==> config.mk <==
export PLATFORM = sky130hd
export DESIGN_NAME = pixel_fetch_flat
export DESIGN_NICKNAME = d
export VERILOG_FILES = /design/src/rtl/sobel_disp_pkg.sv /design/src/rtl/pixel_fetch_if.sv /design/src/rtl/pix_addr_gen.sv /design/src/rtl/pixel_fetch.sv /design/src/flat_wrapper.sv
export SDC_FILE = /design/constraint.sdc
export NUM_CORES = 1
export LEC_CHECK = 0
export CAP_MARGIN = 30
export CORE_MARGIN = 3
export CORE_UTILIZATION = 44
export CTS_CLUSTER_SIZE = 30
export DETAILED_ROUTE_END_ITERATION = 8
export GPL_ROUTABILITY_DRIVEN = 0
export PLACE_DENSITY_LB_ADDON = 0.3
export SYNTH_ARGS = -nofsm -noshare
export SYNTH_HDL_FRONTEND = slang
export SYNTH_SLANG_ARGS = --single-unit
==> constraint.sdc <==
create_clock -name clk_100MHz -period 4 [get_ports clk_100MHz]
set_input_delay 0.8 -clock clk_100MHz [delete_from_list [all_inputs] [get_ports clk_100MHz]]
set_output_delay 0.8 -clock clk_100MHz [all_outputs]
set_load 0.01 [all_outputs]
==> src/rtl/sobel_disp_pkg.sv <==
// Shared geometry defaults, width helpers and display FSM state type for the Sobel display path.
package sobel_disp_pkg;
    localparam int IMG_W_DEF = 160;
    localparam int IMG_H_DEF = 120;
    localparam int SCALE_DEF = 4;

    function automatic int addr_w(input int w, input int h);
        return (w * h <= 2) ? 1 : $clog2(w * h);
    endfunction

    function automatic int cnt_w(input int n);
        return (n <= 2) ? 1 : $clog2(n);
    endfunction

    localparam int ADDR_W_DEF = addr_w(IMG_W_DEF, IMG_H_DEF);

    typedef enum logic [1:0] {WAIT_DONE, WAIT_FRAME, DISPLAY} disp_state_e;
endpackage

==> src/rtl/pixel_fetch_if.sv <==
// Frame-buffer read port: the fetcher issues rd_en/rd_addr, the buffer returns rd_data one cycle later.
interface pixel_fetch_if #(parameter int ADDR_W = sobel_disp_pkg::ADDR_W_DEF);
    logic              rd_en;
    logic [ADDR_W-1:0] rd_addr;
    logic [7:0]        rd_data;

    modport master (output rd_en, rd_addr, input rd_data);
    modport slave  (input rd_en, rd_addr, output rd_data);
endinterface

==> src/rtl/pix_addr_gen.sv <==
// Incremental frame-buffer address for a SCALE-times replicated image: (y/SCALE)*IMG_W + x/SCALE
// built from sub-pixel counters, a column counter and a line-base register.
module pix_addr_gen
    import sobel_disp_pkg::*;
#(
    parameter int IMG_W  = IMG_W_DEF,
    parameter int SCALE  = SCALE_DEF,
    parameter int ADDR_W = ADDR_W_DEF
) (
    input  logic              clk_100MHz,
    input  logic              reset,
    input  logic              frame_start,
    input  logic              adv,
    input  logic              line_end,
    output logic [ADDR_W-1:0] addr
);
    localparam int SW = cnt_w(SCALE);
    localparam int CW = cnt_w(IMG_W);

    logic [SW-1:0]     sx_q, sx_c, sx_d, sy_q, sy_c, sy_d;
    logic [CW-1:0]     col_q, col_c, col_d;
    logic [ADDR_W-1:0] base_q, base_c, base_d;

    always_comb begin
        // Frame start overrides stored position so the (0,0) tick itself reads address 0.
        sx_c   = frame_start ? '0 : sx_q;
        sy_c   = frame_start ? '0 : sy_q;
        col_c  = frame_start ? '0 : col_q;
        base_c = frame_start ? '0 : base_q;
        sx_d   = sx_c;
        sy_d   = sy_c;
        col_d  = col_c;
        base_d = base_c;
        if (adv) begin
            if (line_end) begin
                sx_d  = '0;
                col_d = '0;
                if (sy_c == SW'(SCALE - 1)) begin
                    sy_d   = '0;
                    base_d = base_c + ADDR_W'(IMG_W);
                end else begin
                    sy_d = sy_c + 1'b1;
                end
            end else if (sx_c == SW'(SCALE - 1)) begin
                sx_d  = '0;
                col_d = col_c + 1'b1;
            end else begin
                sx_d = sx_c + 1'b1;
            end
        end
    end

    assign addr = base_c + ADDR_W'(col_c);

    always_ff @(posedge clk_100MHz) begin
        if (reset) begin
            sx_q   <= '0;
            sy_q   <= '0;
            col_q  <= '0;
            base_q <= '0;
        end else begin
            sx_q   <= sx_d;
            sy_q   <= sy_d;
            col_q  <= col_d;
            base_q <= base_d;
        end
    end
endmodule

==> src/rtl/pixel_fetch.sv <==
// Streams the Sobel frame buffer to the VGA output stage with SCALE-times pixel replication.
// Define PIXEL_FETCH_THRESH_EN to binarise pixels against THRESHOLD instead of truncating to 4 bits.
module pixel_fetch
    import sobel_disp_pkg::*;
#(
    parameter int         IMG_W     = IMG_W_DEF,
    parameter int         IMG_H     = IMG_H_DEF,
    parameter int         SCALE     = SCALE_DEF,
    parameter logic [7:0] THRESHOLD = 8'd64
) (
    input  logic         clk_100MHz,
    input  logic         reset,
    input  logic         p_tick,
    input  logic         video_on,
    input  logic [9:0]   x,
    input  logic [9:0]   y,
    input  logic         done,
    pixel_fetch_if.master fb,
    output logic [3:0]   red_o,
    output logic [3:0]   green_o,
    output logic [3:0]   blue_o
);
    localparam int          ADDR_W = addr_w(IMG_W, IMG_H);
    localparam int unsigned WIN_W  = IMG_W * SCALE;
    localparam int unsigned WIN_H  = IMG_H * SCALE;
`ifdef PIXEL_FETCH_THRESH_EN
    localparam bit THRESH_EN = 1'b1;
`else
    localparam bit THRESH_EN = 1'b0;
`endif

    disp_state_e       state_q, state_d;
    logic              frame_start, visible, line_end;
    logic              rd_go, blank_go, rd_vld_q, blank_q;
    logic [ADDR_W-1:0] addr;
    logic [3:0]        pix_nib, rgb_q;

    assign frame_start = p_tick && (x == '0) && (y == '0);
    assign visible     = video_on && (32'(x) < WIN_W) && (32'(y) < WIN_H);
    assign line_end    = (32'(x) == WIN_W - 1);

    pix_addr_gen #(.IMG_W(IMG_W), .SCALE(SCALE), .ADDR_W(ADDR_W)) u_addr_gen (
        .clk_100MHz,
        .reset,
        .frame_start,
        .adv (p_tick && visible),
        .line_end,
        .addr
    );

    always_comb begin
        state_d  = state_q;
        rd_go    = 1'b0;
        blank_go = 1'b0;
        case (state_q)
            WAIT_DONE:  if (done) state_d = WAIT_FRAME;
            WAIT_FRAME: if (frame_start) state_d = done ? DISPLAY : WAIT_DONE;
            DISPLAY:    if (frame_start && !done) state_d = WAIT_DONE;
            default:    state_d = WAIT_DONE;
        endcase
        // Keying on the next state lets the frame-start tick that enters DISPLAY fetch pixel (0,0).
        if (p_tick && !reset && state_d == DISPLAY) begin
            rd_go    = visible;
            blank_go = !visible;
        end
    end

    assign fb.rd_en   = rd_go;
    assign fb.rd_addr = addr;
    assign pix_nib    = THRESH_EN ? ((fb.rd_data >= THRESHOLD) ? 4'hF : 4'h0) : fb.rd_data[7:4];

    always_ff @(posedge clk_100MHz) begin
        if (reset) begin
            state_q  <= WAIT_DONE;
            rd_vld_q <= 1'b0;
            blank_q  <= 1'b0;
        end else begin
            state_q  <= state_d;
            rd_vld_q <= rd_go;
            blank_q  <= blank_go;
        end
    end

    // Leaving DISPLAY blanks the output and drops any read still in flight.
    always_ff @(posedge clk_100MHz) begin
        if (reset || state_q != DISPLAY) rgb_q <= '0;
        else if (rd_vld_q)               rgb_q <= pix_nib;
        else if (blank_q)                rgb_q <= '0;
    end

    assign red_o   = rgb_q;
    assign green_o = rgb_q;
    assign blue_o  = rgb_q;
endmodule

==> src/flat_wrapper.sv <==
// flat-port wrapper written by rule: the top's interface ports become plain ports
module pixel_fetch_flat import sobel_disp_pkg::*;
#(
    parameter int         IMG_W     = IMG_W_DEF,
    parameter int         IMG_H     = IMG_H_DEF,
    parameter int         SCALE     = SCALE_DEF,
    parameter logic [7:0] THRESHOLD = 8'd64
)
  (clk_100MHz, reset, p_tick, video_on, x, y, done, red_o, green_o, blue_o, fb_rd_en, fb_rd_addr, fb_rd_data);
  pixel_fetch_if #(.ADDR_W(($clog2((IMG_W * IMG_H))))) fb_i ();
  input  logic clk_100MHz;
  input  logic reset;
  input  logic p_tick;
  input  logic video_on;
  input  logic [9:0] x;
  input  logic [9:0] y;
  input  logic done;
  output logic [3:0] red_o;
  output logic [3:0] green_o;
  output logic [3:0] blue_o;
  output wire logic [$bits(fb_i.rd_en)-1:0] fb_rd_en;
  output wire logic [$bits(fb_i.rd_addr)-1:0] fb_rd_addr;
  input wire logic [$bits(fb_i.rd_data)-1:0] fb_rd_data;
  assign fb_rd_en = fb_i.rd_en;
  assign fb_rd_addr = fb_i.rd_addr;
  assign fb_i.rd_data = fb_rd_data;
  pixel_fetch #(.IMG_W(IMG_W), .IMG_H(IMG_H), .SCALE(SCALE), .THRESHOLD(THRESHOLD)) u_core (.clk_100MHz(clk_100MHz), .reset(reset), .p_tick(p_tick), .video_on(video_on), .x(x), .y(y), .done(done), .fb(fb_i), .red_o(red_o), .green_o(green_o), .blue_o(blue_o));
endmodule
---- After elaboration in Yosys (flattened, before gate mapping) ----
Cells that the tools add are included.
Widths: inputs -> output; s select.
storage, ports and cells
  register bits ........................... 35
  bits in latches ......................... 0
  bits in writable memories ............... 0
  bits in read-only memories .............. 0
  input bits .............................. 33
  output and inout port bits .............. 28
  word-level logic and storage cells ...... 64
  memories ................................ 0
cells by class
  $add $sub $neg .......................... 5
  multiply operators ...................... 0
  divide/modulo/power cells ............... 0
  magnitude comparators ................... 2
  equal/unequal tests ..................... 7
  shifts and indexed selects .............. 0
  mux-type cells .......................... 24
  bitwise operators ....................... 1
  reductions and logical operators ........ 17
operators by type and width
  cell                   number
  $mux 15                4
  $mux 8                 4
  $mux 2                 12
  $logic_not 10->1       2
  $add 15x8->15          1
  $add 15x8->15 const B  1
  $eq 10x10->1 const B   1
  $lt 10x10->1 const B   1
  $lt 10x9->1 const B    1
  $add 8x1->8 const B    1
  $eq 2x2->1 const B     4
  $logic_and 1x1->1      8
  $mux 4                 2
  $pmux 2 s3             1
  $add 2x1->2 const B    2
  $logic_not 1->1        3
  $eq 2x1->1 const B     1
  $logic_not 2->1        1
  $ne 2x2->1 const B     1
  $reduce_bool 2->1      1
  $reduce_or 2->1        1
  $logic_or 1x1->1       1
  $mux 1                 1
  $not 1->1              1

---- Logic depth before layout (Yosys ltp) ----
Gate-level depths: netlist (run 1).
  depth after elaboration ................. 10
  gate-level depth with buffers ........... 13
  depth with buffers taken out ............ 11

---- Hierarchy ----
Synthesis (run 1) repeated with hierarchy kept, for this count alone.
unflattened totals
  cells, all modules ...................... 299
  area total of the unflattened synthesis .. 2408.6 µm²
by module, submodules not included
  module        times used  cells an instance  area each (µm²)  sequential area each (µm²)
  pix_addr_gen  1           243                1919.3           540.5
  pixel_fetch   1           56                 489.2            160.2

---- Least setup slack after synthesis (run 1) ----
OpenSTA, ideal clock, no wires.
  kind .................................... input port to output port
  start ................................... in x[9]
  end ..................................... out fb_rd_addr[9]
  arrival time ............................ 3394 ps
  required time ........................... 3200 ps
  path slack .............................. -194 ps
  cell stages on the path ................. 13
  path buffers ............................ 3
  cell sequence ........................... nor4_1 -> nand4_1 -> or2_1 -> buf_6 -> buf_6 -> clkbuf_1 -> and2_1 -> ha_1 -> nand2_1 -> nor3b_1 -> o21ai_0 -> a21boi_0 -> mux2i_1
between the ends
  word-level cells in the longest chain between the ends .. 5
  elaborated cells on any way between the ends .. 6
  those cells by class .................... add/sub: 1; mux: 2; reduce/logical: 3
ends and longest elaborated chain
  element                            line                                    source
  start, declared                    flat_wrapper.sv:15                      input logic [9:0] x;
  $logic_not 10->1 *                 pixel_fetch.sv:38                       assign frame_start = p_tick && (x == '0) && (y == '0);
  $logic_and 1x1->1 * (2 in a row)   pixel_fetch.sv:38
  $mux 15 or $mux 8 (tied branches)  pix_addr_gen.sv:29, pix_addr_gen.sv:28
  $add 15x8->15 *                    pix_addr_gen.sv:53                      assign addr = base_c + ADDR_W'(col_c);
  end, declared                      flat_wrapper.sv:22                      output wire logic [$bits(fb_i.rd_addr)-1:0] fb_rd_addr;
Mark *: on every way between the ends. The rest lies on a longest branch, timed or not.

---- Worst setup path in the final report (run 1) ----
  start ................................... in x[0]
  end ..................................... out fb_rd_addr[14]
Same word-level chain as after synthesis.

==> impl_metrics.env, run 1 <==
export IMPL_status="complete, but fails checks"
export IMPL_violations="negative setup slack"
export IMPL_syn_to_final_growth_pct=47.86
export IMPL_syn_avg_cell_area_um2=8.215
export IMPL_worstPathArrival_ns=3.32
export IMPL_timing_slew_headroom_pct=59.67
export IMPL_crit_type="input port to output pin"
export IMPL_timing_rr_start="u_core.u_addr_gen.base_q[8]"
export IMPL_grt_pass1_vias=2344
export IMPL_root_buffer="clkbuf_8"
export IMPL_rsz0062_at_grt="yes"
export IMPL_hold_end="u_core.u_addr_gen.base_q[1]"
export IMPL_synthesis_instances=281
export IMPL_cts_htree_levels=2
export IMPL_grt_pass1_wl_mm=10.53
export IMPL_ys_seq_elements=35
export IMPL_finalInstanceArea_mm2=0.003413
export IMPL_hold_depth=1
export IMPL_path_cells="buf_8 -> nor4_4 -> nand4_1 -> or2_4 -> and2_4 -> ha_4 -> nand2_4 -> o211ai_1 -> o21ai_2 -> or4_1 -> nand2_2 -> buf_6"
export IMPL_post_dp_cell_area_mm2=0.003193
export IMPL_grt_max_degree=25
export IMPL_setup_worst_path_start_class="input port"
export IMPL_globalRoute_totalOverflow=0
export IMPL_final_nets=420
export IMPL_fin_crit_ns=4.118
export IMPL_finalWorstSetupSlack_ns=-0.1179
export IMPL_fmax_mhz=242.8
export IMPL_setup_viol_count_final=6
export IMPL_yosysSeqAreaShare_pct=30.35
export IMPL_r2r_cells=5
export IMPL_final_util_pct=69.95
export IMPL_ff2ff_setup_slack_ns=2.22
export IMPL_slew_violations=0
export IMPL_peakVddDrop_mv=0.1329
export IMPL_post_drt_wl_per_cell_um=14.26
export IMPL_synthArstFlopShare_pct=0
export IMPL_diodes=0
export IMPL_yosysUniqueCellTypes=43
export IMPL_cp_slowest_cell="or4_1"
export IMPL_yosysWarnings=0
export IMPL_hold_class="register to register"
export IMPL_die_h_um=78.43
export IMPL_synthFlopType="dfxtp_1"
export IMPL_crit_path_max_incr_delay_ns=0.50
export IMPL_clk_latency_ns=0.29
export IMPL_die_area_mm2=0.006151
export IMPL_portBuffers=56
export IMPL_fin_worst_skew_ns=0.003591
export IMPL_cts_tree="done"
export IMPL_hold_buffers=0
export IMPL_drtPass1Iterations=4
export IMPL_synthesis_area_mm2=0.002308
export IMPL_crit_path_end_kind="output pin"
export IMPL_drc=0
export IMPL_dieWidth_um=78.43
export IMPL_numClockSinks=35
export IMPL_reg2reg_to="u_core.u_addr_gen.base_q[13]"
export IMPL_num_rows=25
export IMPL_hold_start="u_core.u_addr_gen.base_q[1]"
export IMPL_maxCapViolations=0
export IMPL_layout_drive_gt1_share_pct=32.53
export IMPL_drt_wl_total_mm=6.302
export IMPL_start_util_pct=47.31
export IMPL_period_share_pct=102.9
export IMPL_num_vias=2365
export IMPL_cts_made_buffers=5
export IMPL_groute_usage_overall_pct=21.06
export IMPL_tightest_slew_ns=0.6004
export IMPL_cp_max_fo=7
export IMPL_timing_hold_ws_ns=0.4536
export IMPL_routed_via_density=5.351
export IMPL_synth_edf_count=0
export IMPL_pre_cts_ws_ns=-1.135
export IMPL_antenna_found_initial=0
export IMPL_required_ns=3.20
export IMPL_place_hpwl_mm=4.474
export IMPL_syn_nets=327
export IMPL_power_leakage_uw=0.001391
export IMPL_clk_path_buf_depth=2
export IMPL_hold_violations=0
export IMPL_total_power_uw=664.4
export IMPL_ant_nets=0
export IMPL_core_area_mm2=0.004880
export IMPL_clkTransAtPathRegs_ns=0.07
export IMPL_io_pins=61
export IMPL_drt_iter0_markers=34
export IMPL_power_density_mw_per_mm2=194.7
==> registers in the layout, indices dropped and copies added, names as in the netlist <==
register,count
u_core.blank_q,1
u_core.blue_o,4
u_core.rd_vld_q,1
u_core.state_q,2
u_core.u_addr_gen.base_q,15
u_core.u_addr_gen.col_q,8
u_core.u_addr_gen.sx_q,2
u_core.u_addr_gen.sy_q,2
==> critical path, delay by kind of cell <==
| kind | cells | cell delay [ns] |
|---|---|---|
| and+or+nand+nor | 7 | 1.63 |
| AOI/OAI and AO/OA | 2 | 0.41 |
| adders and majority gates | 1 | 0.29 |
| buffers and inverters | 2 | 0.19 |
==> metrics by stage <==
stage / TNS, ns / std cells
finish: -0.4701 / 442
global route: -1.704 / 442
CTS: -0.5404 / 441
detailed placement: -13.25 / 427
global placement: -11.72 / 427
floorplan: -0.04776 / 281
==> cells by family after synthesis <==
family | synth area share, %
AO/OA/AOI/OAI | 15.18
XOR/XNOR | 6.070
adder cells (fa/ha/maj) | 7.371
buffers and inverters | 5.203
flip-flops | 30.35
multiplexers | 0.8672
AND/OR/NAND/NOR | 34.96
==> report_power, final <==
group	total [uW]	switching, uW	internal [uW]
Combinational	60.4	27.3	33.2
Clock	254	132	122
Sequential	350	1.07	349
==> timing repair <==
action | 4_1_cts | 5_1_grt
buffers inserted | 6 | 1
gates resized for setup | 142 | 24
endpoints found under the setup margin | 15 | 13
pin swaps | 39 | 18
hold endpoints to repair | 0 | 0
gates cloned | 1 | 0
==> layout make-up <==
type | instances | area (um2)
clock inverters | 2 | 12.51
fillers | 401 | 1466
clock buffers | 6 | 72.57
flip-flops and latches | 35 | 700.7
multi-input cells | 229 | 1723
inverters | 2 | 10.01
repair buffers | 101 | 810.8
well taps | 67 | 83.83
==> cell usage after synthesis, types with 2 or more instances <==
cell | instances | share of area, %
dfxtp_1 | 35 | 30
nor2_1 | 27 | 4.4
a21oi_1 | 26 | 5.6
and2_1 | 25 | 6.8
nand2_1 | 18 | 2.9
ha_1 | 12 | 6.5
nand3_1 | 12 | 2.6
xor2_1 | 11 | 4.2
o21ai_0 | 10 | 2.2
nor4_1 | 9 | 2.4
buf_4 | 8 | 2.6
nand4_1 | 8 | 2.2
clkbuf_1 | 5 | 0.81
nand2b_1 | 5 | 1.4
nor3b_1 | 5 | 1.6
o21a_1 | 5 | 1.6
xnor2_1 | 5 | 1.9
and3_1 | 4 | 1.1
nor2b_1 | 4 | 1.1
o211ai_1 | 4 | 1.3
or4_1 | 4 | 1.3
and4_1 | 3 | 1.1
buf_6 | 3 | 1.5
nand3b_1 | 3 | 0.98
nor3_1 | 3 | 0.65
or3_1 | 3 | 0.81
a2111o_1 | 2 | 0.98
a211o_1 | 2 | 0.76
a21o_1 | 2 | 0.65
inv_1 | 2 | 0.33
mux2i_1 | 2 | 0.87
o21ai_1 | 2 | 0.43
o31ai_1 | 2 | 0.65
==> how the worst max path moves through the flow <==
stage	from	end
after detailed placement	y[5]	fb_rd_addr[10]
after floorplan	x[9]	fb_rd_addr[14]
after global routing	x[0]	fb_rd_addr[14]
final	x[0]	fb_rd_addr[14]
after global placement	x[1]	fb_rd_addr[6]
after CTS	x[2]	fb_rd_addr[13]
==> routing by layer <==
metal  vias to the layer above  routed length [um]  share of wire (%)  track usage (%)
li1                       1200                   -                  -                -
met1                      1101                2653                 42            24.10
met5                         -                   0                  0                0
met2                        53                3255                 52            39.21
met3                        11                 264                4.2            3.555
met4                         0                 129                2.0            7.168
==> layout by cell type, fill, tap and decap left out, types with 5 or more instances in the layout <==
master and n:
nand4_1 8, nand2b_1 5, buf_6 8, ha_1 8
nor4_1 5, o21ai_2 5, and2_4 7, and2_1 18
xor2_1 11, clkdlybuf4s50_1 22, clkbuf_8 5, buf_2 19
a21oi_1 22, xnor2_1 5, nand3_1 11, o21a_1 5
dfxtp_1 35, buf_4 40, nor2_1 24, nand2_1 15
Note: power is estimated with default switching activity, not from simulation.
==> inputs of run 2 (changes only) <==
Settings changed: CORE_UTILIZATION 44 to 45.
Clock period 4 ns to 3.8 ns, I/O delays scaled along.
==> run 2 against run 1 <==
Effect of this change:
- the run still ends with negative setup slack left
- combinational power is 7.9% higher
- via count increased by 3.8%
- flip-flop and latch count is the same
- highest routed layer unchanged
==> impl_metrics.env, run 2 (synthesis gave the netlist of run 1 again) <==
export IMPL_fillers=354
export IMPL_p_int_uw=533.8
export IMPL_dr_max_layer_used="met4"
export IMPL_period_share_pct=110.0
export IMPL_grt_pass1_wl_mm=10.60
export IMPL_antenna_found_initial=0
export IMPL_multi_input_area_mm2=0.001804
export IMPL_post_drt_wl_per_cell_um=14.25
export IMPL_layout_commonest_cell="buf_4"
export IMPL_numClockSinks=35
export IMPL_slew_violations=0
export IMPL_wl_met2_mm=3.287
export IMPL_finalInstanceArea_mm2=0.003576
export IMPL_crit_type="input port to output pin"
export IMPL_globalRoute_totalOverflow=0
export IMPL_root_buffer="clkbuf_8"
export IMPL_pre_cts_ws_ns=-1.284
export IMPL_switchingPower_uw=161.1
export IMPL_clk_latency_ns=0.28
export IMPL_maxCapViolations=0
export IMPL_power_density_mw_per_mm2=194.3
export IMPL_fin_worst_skew_ns=0.003575
export IMPL_status="complete, but fails checks"
export IMPL_clkPwrFrac_pct=37.5
export IMPL_layout_common_cells="buf_4 (49), dfxtp_1 (35), nor2_1 (23)"
export IMPL_seqPwrFrac_pct=53.1
export IMPL_r2r_cells=5
export IMPL_worstPathArrival_ns=3.42
export IMPL_place_hpwl_mm=4.473
export IMPL_crit_path_end_kind="output pin"
export IMPL_drt_met1_wl_mm=2.745
export IMPL_routed_via_density=5.446
export IMPL_cts_htree_levels=2
export IMPL_violations="negative setup slack"
export IMPL_diodes=0
export IMPL_syn_to_final_growth_pct=54.91
export IMPL_post_dp_cell_area_mm2=0.003267
export IMPL_groute_usage_overall_pct=21.21
export IMPL_cp_max_fo=5
export IMPL_dieWidth_um=77.63
export IMPL_io_pins=61
export IMPL_dr_wl_met3_um=261
export IMPL_required_ns=3.04
export IMPL_clk_path_buf_depth=2
export IMPL_fmax_mhz=239.2
export IMPL_fin_crit_ns=4.180
export IMPL_crit_path_max_incr_delay_ns=0.53
export IMPL_dpl_cell_count=431
export IMPL_hold_class="register to register"
export IMPL_pwr_share_comb_pct=9.4
export IMPL_rsz0062_at_grt="yes"
export IMPL_power_leakage_uw=0.001455
export IMPL_top_register="u_core.u_addr_gen.base_q"
export IMPL_grt_pass1_vias=2375
export IMPL_start_util_pct=47.61
export IMPL_ant_nets=0
export IMPL_finalWorstSetupSlack_ns=-0.3800
export IMPL_num_vias=2456
export IMPL_grt_max_degree=17
export IMPL_hold_violations=0
export IMPL_core_area_mm2=0.004848
export IMPL_cts_made_buffers=5
export IMPL_tightest_slew_ns=0.6023
export IMPL_num_rows=25
export IMPL_drt_iter0_markers=94
export IMPL_largest_reg_flops=15
export IMPL_path_cells="buf_6 -> nor4_4 -> nand4_1 -> buf_4 -> or2_4 -> and2_4 -> ha_4 -> nand2_4 -> o211ai_1 -> o21ai_2 -> or4_1 -> nand2_2 -> buf_6"
export IMPL_drt_wl_total_mm=6.426
export IMPL_drtPass1Iterations=4
export IMPL_peakVddDrop_mv=0.1718
export IMPL_critPathTopFamily="simple AND/OR/NAND/NOR gates"
export IMPL_hold_depth=2
export IMPL_layout_drive_gt1_share_pct=36.98
export IMPL_die_h_um=77.63
export IMPL_crit_cells=13
export IMPL_cp_slowest_cell="or4_1"
export IMPL_drc=0
export IMPL_portBuffers=56
export IMPL_crit_buf_inv=3
export IMPL_final_nets=429
export IMPL_setup_viol_count_final=10
export IMPL_setup_worst_path_start_class="input port"
export IMPL_stdcell_count=451
export IMPL_timing_slew_headroom_pct=59.55
export IMPL_swShare_pct=23.18
export IMPL_path_common_cell="buf_6"
export IMPL_cts_tree="done"
export IMPL_seqCellArea_um2=700.7
export IMPL_die_area_mm2=0.006026
export IMPL_clkTransAtPathRegs_ns=0.07
-- run 2: changes by cell type in the layout (fill, tap and decap cells not counted), sizes merged --
cell	change
dlygate4sd2	-1
dlymetal6s2s	+1
clkbuf	-1
buf	+9
clkdlybuf4s15	+2
clkdlybuf4s50	-2
or2	+1
-- run 2: worst register-to-register path: stages, from the launching register on --
cell and delay [ns]:
dfxtp_1 0.46, nand3_1 0.23, nor2_1 0.23, nand2_1 0.15
or4_1 0.54, a21oi_1 0.16
-- run 2: metal layers --
layer	GRT usage [%]	up-vias
met1	24.79	1155
li1	-	1215
met2	38.01	75
met3	4.292	11
met4	7.473	0
met5	0	-
-- run 2: cell type report --
class | count | share of cell area [%]
clock inverter | 2 | 0.3499
tap | 67 | 2.344
timing repair buffer | 109 | 25.02
multi-input combinational | 230 | 50.45
clock buffer | 6 | 2.029
inverter | 2 | 0.2099
sequential | 35 | 19.59
-- run 2: timing repair --
action                     4_1_cts  5_1_grt
setup endpoints to repair       16       14
cloned                           2        0
resized for setup              138       41
pin swaps                       23       12
hold endpoints to repair         0        0
hold buffers                     0        0
buffers inserted                 5        6
-- run 2: path summary, 6_finish.rpt --
kind	slack (ns)	from	end
setup / recovery	-0.38	x[2]	fb_rd_addr[14]
hold / removal	0.46	u_core.u_addr_gen.sy_q[1]	u_core.u_addr_gen.sy_q[1]
hold reg to reg	0.46	u_core.u_addr_gen.sy_q[1]	u_core.u_addr_gen.sy_q[1]
setup reg to reg	1.96	u_core.u_addr_gen.base_q[8]	u_core.u_addr_gen.base_q[13]
-- run 2: power by group through the flow --
stage	logic [uW]	registers (uW)	clock network, uW
4_1_cts	63.1	369	266
6_report	65.2	369	261
5_1_grt	70.8	369	283
3_3_place_gp	67.2	377	0
2_1_floorplan	16.6	377	0
3_5_place_dp	68.5	377	0
-- run 2: stage by stage --
stage	util (%)	hold slack [ns]	setup TNS [ns]	total power, uW
6_report	73.75	0.4643	-2.133	694.9
5_1_grt	73.75	0.4790	-3.287	723.1
4_1_cts	71.61	0.4645	-2.290	698.0
3_5_place_dp	67.38	0.4451	-15.33	445.8
3_3_place_gp	67.38	0.4364	-14.47	444.5
2_1_floorplan	-	0.4209	-0.3207	393.8
